===== config.mk =====
export PLATFORM = sky130hd
export DESIGN_NAME = ex_operand_stage
export DESIGN_NICKNAME = d
export VERILOG_FILES = /design/src/rtl/ex_operand_stage.sv
export SDC_FILE = /design/constraint.sdc
export NUM_CORES = 1
export LEC_CHECK = 0
export ABC_AREA = 1
export BUFFER_PORTS_ARGS = -buffer_cell sky130_fd_sc_hd__buf_2
export CAP_MARGIN = 20
export CORE_AREA = 3 3 226 228
export DETAILED_ROUTE_END_ITERATION = 8
export DIE_AREA = 0 0 229 231
export GPL_TIMING_DRIVEN = 0
export PLACE_DENSITY = 0.45
export SETUP_SLACK_MARGIN = 0.15
export SLEW_MARGIN = 30
export SYNTH_ARGS = -nofsm -noshare
export SYNTH_HDL_FRONTEND = slang
export SYNTH_SLANG_ARGS = --single-unit

===== constraint.sdc =====
create_clock -name CLK -period 1.4 [get_ports CLK]
set_clock_uncertainty 0.15 [all_clocks]
set_input_delay 0.42 -clock CLK [delete_from_list [all_inputs] [get_ports CLK]]
set_output_delay 0.42 -clock CLK [all_outputs]
set_load 0.01 [all_outputs]

===== src/rtl/ex_operand_stage.sv =====
// Execute-entry operand stage: forwards results, selects BusB, and registers the ALU operands.
// Optional feature macro FORWARDING_EN enables forwarding and the load-use stall.
`timescale 1ns/1ps
module ex_operand_stage #(
    parameter logic [4:0] XZR    = 5'd31,
    parameter int         STALLW = 16
) (
    input  logic              CLK,
    input  logic              resetl,
    input  logic              in_valid,
    output logic              in_ready,
    input  logic [63:0]       in_RegA,
    input  logic [63:0]       in_RegB,
    input  logic [4:0]        in_Rn,
    input  logic [4:0]        in_Rm,
    input  logic [4:0]        in_Rd,
    input  logic [63:0]       in_Imm,
    input  logic              in_ALUSrc,
    input  logic [3:0]        in_ALUCtrl,
    input  logic              in_RegWrite,
    input  logic              flush,
    input  logic [4:0]        fwd1_Rd,
    input  logic              fwd1_RegWrite,
    input  logic              fwd1_IsLoad,
    input  logic [63:0]       fwd1_Result,
    input  logic [4:0]        fwd2_Rd,
    input  logic              fwd2_RegWrite,
    input  logic [63:0]       fwd2_Result,
    output logic              out_valid,
    input  logic              out_ready,
    output logic [63:0]       BusA,
    output logic [63:0]       BusB,
    output logic [3:0]        ALUCtrl,
    output logic [63:0]       out_StoreData,
    output logic [4:0]        out_Rd,
    output logic              out_RegWrite,
    output logic [STALLW-1:0] stall_count
);

    logic [63:0] fwdA;
    logic [63:0] fwdB;
    logic        hazard;
    logic        capture;

`ifdef FORWARDING_EN
    logic matchA1, matchA2, matchB1, matchB2;

    always_comb begin
        matchA1 = fwd1_RegWrite && (fwd1_Rd == in_Rn) && (in_Rn != XZR);
        matchA2 = fwd2_RegWrite && (fwd2_Rd == in_Rn) && (in_Rn != XZR);
        matchB1 = fwd1_RegWrite && (fwd1_Rd == in_Rm) && (in_Rm != XZR);
        matchB2 = fwd2_RegWrite && (fwd2_Rd == in_Rm) && (in_Rm != XZR);
        fwdA    = matchA1 ? fwd1_Result : (matchA2 ? fwd2_Result : in_RegA);
        fwdB    = matchB1 ? fwd1_Result : (matchB2 ? fwd2_Result : in_RegB);
        // Rm is checked even for immediate forms: stores still need its value.
        hazard  = in_valid && fwd1_IsLoad && (matchA1 || matchB1);
    end
`else
    logic unusedFwd;
    assign unusedFwd = ^{in_Rn, in_Rm, fwd1_Rd, fwd1_RegWrite, fwd1_IsLoad, fwd1_Result,
                         fwd2_Rd, fwd2_RegWrite, fwd2_Result};
    assign fwdA   = in_RegA;
    assign fwdB   = in_RegB;
    assign hazard = 1'b0;
`endif

    // Handshake: a beat transfers on a side only in a cycle where valid and ready are both
    // high; out_valid holds with stable data until out_ready, and in_ready never looks at in_valid
    // except through the load-use hazard term.
    assign in_ready = (!out_valid || out_ready) && !hazard;
    assign capture  = in_valid && in_ready;

    always_ff @(posedge CLK or negedge resetl) begin
        if (!resetl) begin
            out_valid     <= 1'b0;
            out_RegWrite  <= 1'b0;
            BusA          <= '0;
            BusB          <= '0;
            out_StoreData <= '0;
            ALUCtrl       <= 4'b0000;
            out_Rd        <= XZR;
        end else if (flush) begin
            out_valid    <= 1'b0;
            out_RegWrite <= 1'b0;
        end else if (capture) begin
            out_valid     <= 1'b1;
            BusA          <= fwdA;
            BusB          <= in_ALUSrc ? in_Imm : fwdB;
            out_StoreData <= fwdB;
            ALUCtrl       <= in_ALUCtrl;
            out_Rd        <= in_Rd;
            out_RegWrite  <= in_RegWrite;
        end else if (out_valid && out_ready) begin
            out_valid <= 1'b0;
        end
    end

    always_ff @(posedge CLK or negedge resetl) begin
        if (!resetl) begin
            stall_count <= '0;
        end else if (hazard && in_valid && (stall_count != '1)) begin
            stall_count <= stall_count + STALLW'(1);
        end
    end

endmodule


==> flow_summary_export.csv <==
group,metric,value,unit
cts,path_clk_slew,60,ps
sta,fmax,534,MHz
floorplan,die_area,52900,um2
layout,final_common_cell,"nand2_1",
route,initialDrtViolationCount,587,
route,met2_length,20600,um
cts,cts_htree_levels,1,
power,ir_drop,0.000648,V
route,drt-total-wl,44100,um
cts,ctsHoldBuffers,123,
floorplan,die_x,229,um
floorplan,die_h,231,um
synth,ys_warn_count,0,
critical_path,critPathMaxStageDelay,420,ps
synth,synth_area,9190,um2
critical_path,startpoint_type,"flip-flop",
global_route,grt_pass1_vias,10469,
floorplan,ioPinCount,579,
placed_design,dp_hpwl,32000,um
layout,multiInputGateArea,3570,um2
critical_path,path_delay_family,"flip-flops",
route,post-route-drc-count,0,
cts,cts_buffer_depth,3,
sta,min_period_over_period,134,%
placed_design,place.gp.congestion,0.846,
layout,drive_gt1_share,36.4,%
route,antenna_left,0,
layout,area_growth,72.2,%
placed_design,place_inst,2212,
route,top_layer,"met5",
synth,yosys_register_bits,203,
run,maxCapViolCount,0,
cts,worstSkewPairLatency,530,ps
critical_path,cp_num_buf_inv,2,
placed_design,portBuffers,410,
global_route,antenna_found_initial,6,
synth,yosysSeqAreaShare,55.3,%
route,via_per_inst,4.14,
sta,hold_viol,57,
power,power_density,1220,nW/um2
cts,clock_sinks,203,
sta,slew_violations,0,
critical_path,worstSetupEndpointType,"primary output",
global_route,grt_use_total,16.0,%
sta,min_period,1870,ps
global_route,grt_max_degree,75,
critical_path,cp_slowest_cell,"dfrtp_2",
critical_path,crit_required,830,ps
route,drt-met1-wl,18800,um
layout,final_cell_mix,"nand2_1 (596), buf_2 (342), dfrtp_1 (197)",
route,wire_per_inst,17.8,um
floorplan,initial_core_util,18.7,%
critical_path,critPathKind,"reg -> out",
critical_path,critical_path.max_fanout,6,
floorplan,coreArea,49100,um2
cts,tritoncts,"yes",
cts,root_buffer,"clkbuf_16",
hold_path,hold_path_class,"in -> async",
sta,slew_headroom,44.8,%
layout,n_fill_cell,5226,
sta,setup_viol,402,
route,wl_met3,3630,um
sta,worstMarginPinSlew,829,ps
global_route,overflow,0,
synth,avgSynthCellArea,8.20,um2
floorplan,row_count,81,
layout,nets,2149,
sta,holdWs,-326,ps
global_route,grt_first_pass_wirelength,65200,um
run_status,violations,"hold timing, setup timing",
synth,syn_inst,1121,
layout,layout.cells.non_filler,2472,
layout,regArea,5090,um2
run_status,outcome,"finished, violations left",
route,drt_pre_antenna_iters,4,
route,vias,10232,
critical_path,arrival,1300,ps
cts,numCtsBuffers,27,
sta,rsz0062_at_grt,"true",
power,power.leakage,8.66,nW
synth,synth.distinct_cells,17,
sta,layout_setup_ws,-474,ps
critical_path,crit_chain,"nand2_4 -> clkbuf_16 -> buf_6",
==> final cells by class <==
| type | count | area share, % |
|---|---|---|
| flip-flops and latches | 203 | 32.1 |
| inverters | 4 | 0.111 |
| clock buffers | 39 | 4.80 |
| well taps | 664 | 5.25 |
| diodes | 3 | 0.0474 |
| repair buffers | 625 | 29.7 |
| clock inverters | 5 | 0.506 |
| multi-input cells | 819 | 22.5 |
| plain buffers | 110 | 4.94 |
==> repair_timing <==
item                                    CTS  global route
pin swaps                                 2             1
endpoints found under the setup margin  406           406
gates cloned                              1             0
resized for setup                       121            51
endpoints found under the hold margin   179            57
buffers inserted                         22            67
==> worst paths after layout <==
path	from	end	slack (ps)	cells past startpoint
max reg2reg	out_valid	BusB[61]	-160	7
min in group CLK	in_RegB[26]	out_StoreData[26]	40	3
max in group asynchronous	resetl	out_valid	600	2
max	out_valid	in_ready	-470	3
min	resetl	BusA[30]	-330	1
min reg2reg	BusA[39]	BusA[39]	320	2
==> where the power goes <==
group	internal, mW	leakage [nW]	switching (mW)
sequential	6.76	2.51	0.573
clock	4.09	0.403	2.72
combinational	2.61	5.74	2.52
==> flip-flops by register name (all words and copies together), names as in the netlist <==
register,flops
out_StoreData,64
out_valid,1
BusA,64
ALUCtrl,4
out_Rd,5
BusB,64
out_RegWrite,1
==> stage by stage <==
step           TNS, ps  utilization, %  worst slack (ps)  total power, mW  instance area [um2]
2_1_floorplan        0               -               100             9.05                 9350
3_3_place_gp   -926200            24.9             -4620             11.1                12200
3_5_place_dp    -95420            25.1              -630             11.2                12300
4_1_cts         -86280            30.8              -530             19.0                15100
5_1_grt         -96150            32.3              -522             20.3                15800
6_report        -69950            32.3              -474             19.3                15800
==> kinds of logic (layout without fill, tap and decap cells) <==
| group | count (synthesis) | after routing | synth area share (%) |
|---|---|---|---|
| DFF | 203 | 203 | 55.3 |
| buffers and inverters | 114 | 783 | 6.96 |
| other | 1 | 19 | 0.0408 |
| AOI/OAI and AO/OA | 2 | 2 | 0.231 |
| and+or+nand+nor | 801 | 801 | 37.4 |
==> layer usage <==
| layer | up-vias | track usage [%] |
|---|---|---|
| met5 | - | 0 |
| met3 | 63 | 4.85 |
| met1 | 4814 | 20.4 |
| met4 | 4 | 4.16 |
| met2 | 375 | 26.3 |
| li1 | 4976 | - |
==> cell usage after synthesis (all sizes together) <==
library cell | n | share of area (%)
inv | 4 | 0.16
dfstp | 5 | 1.4
conb | 1 | 0.041
nand2 | 597 | 24
nand4 | 138 | 9.4
clkbuf | 22 | 0.90
buf | 88 | 5.9
a21oi | 2 | 0.23
nand3 | 66 | 3.6
dfrtp | 198 | 54
No activity file was read; power rests on OpenSTA's default activity.
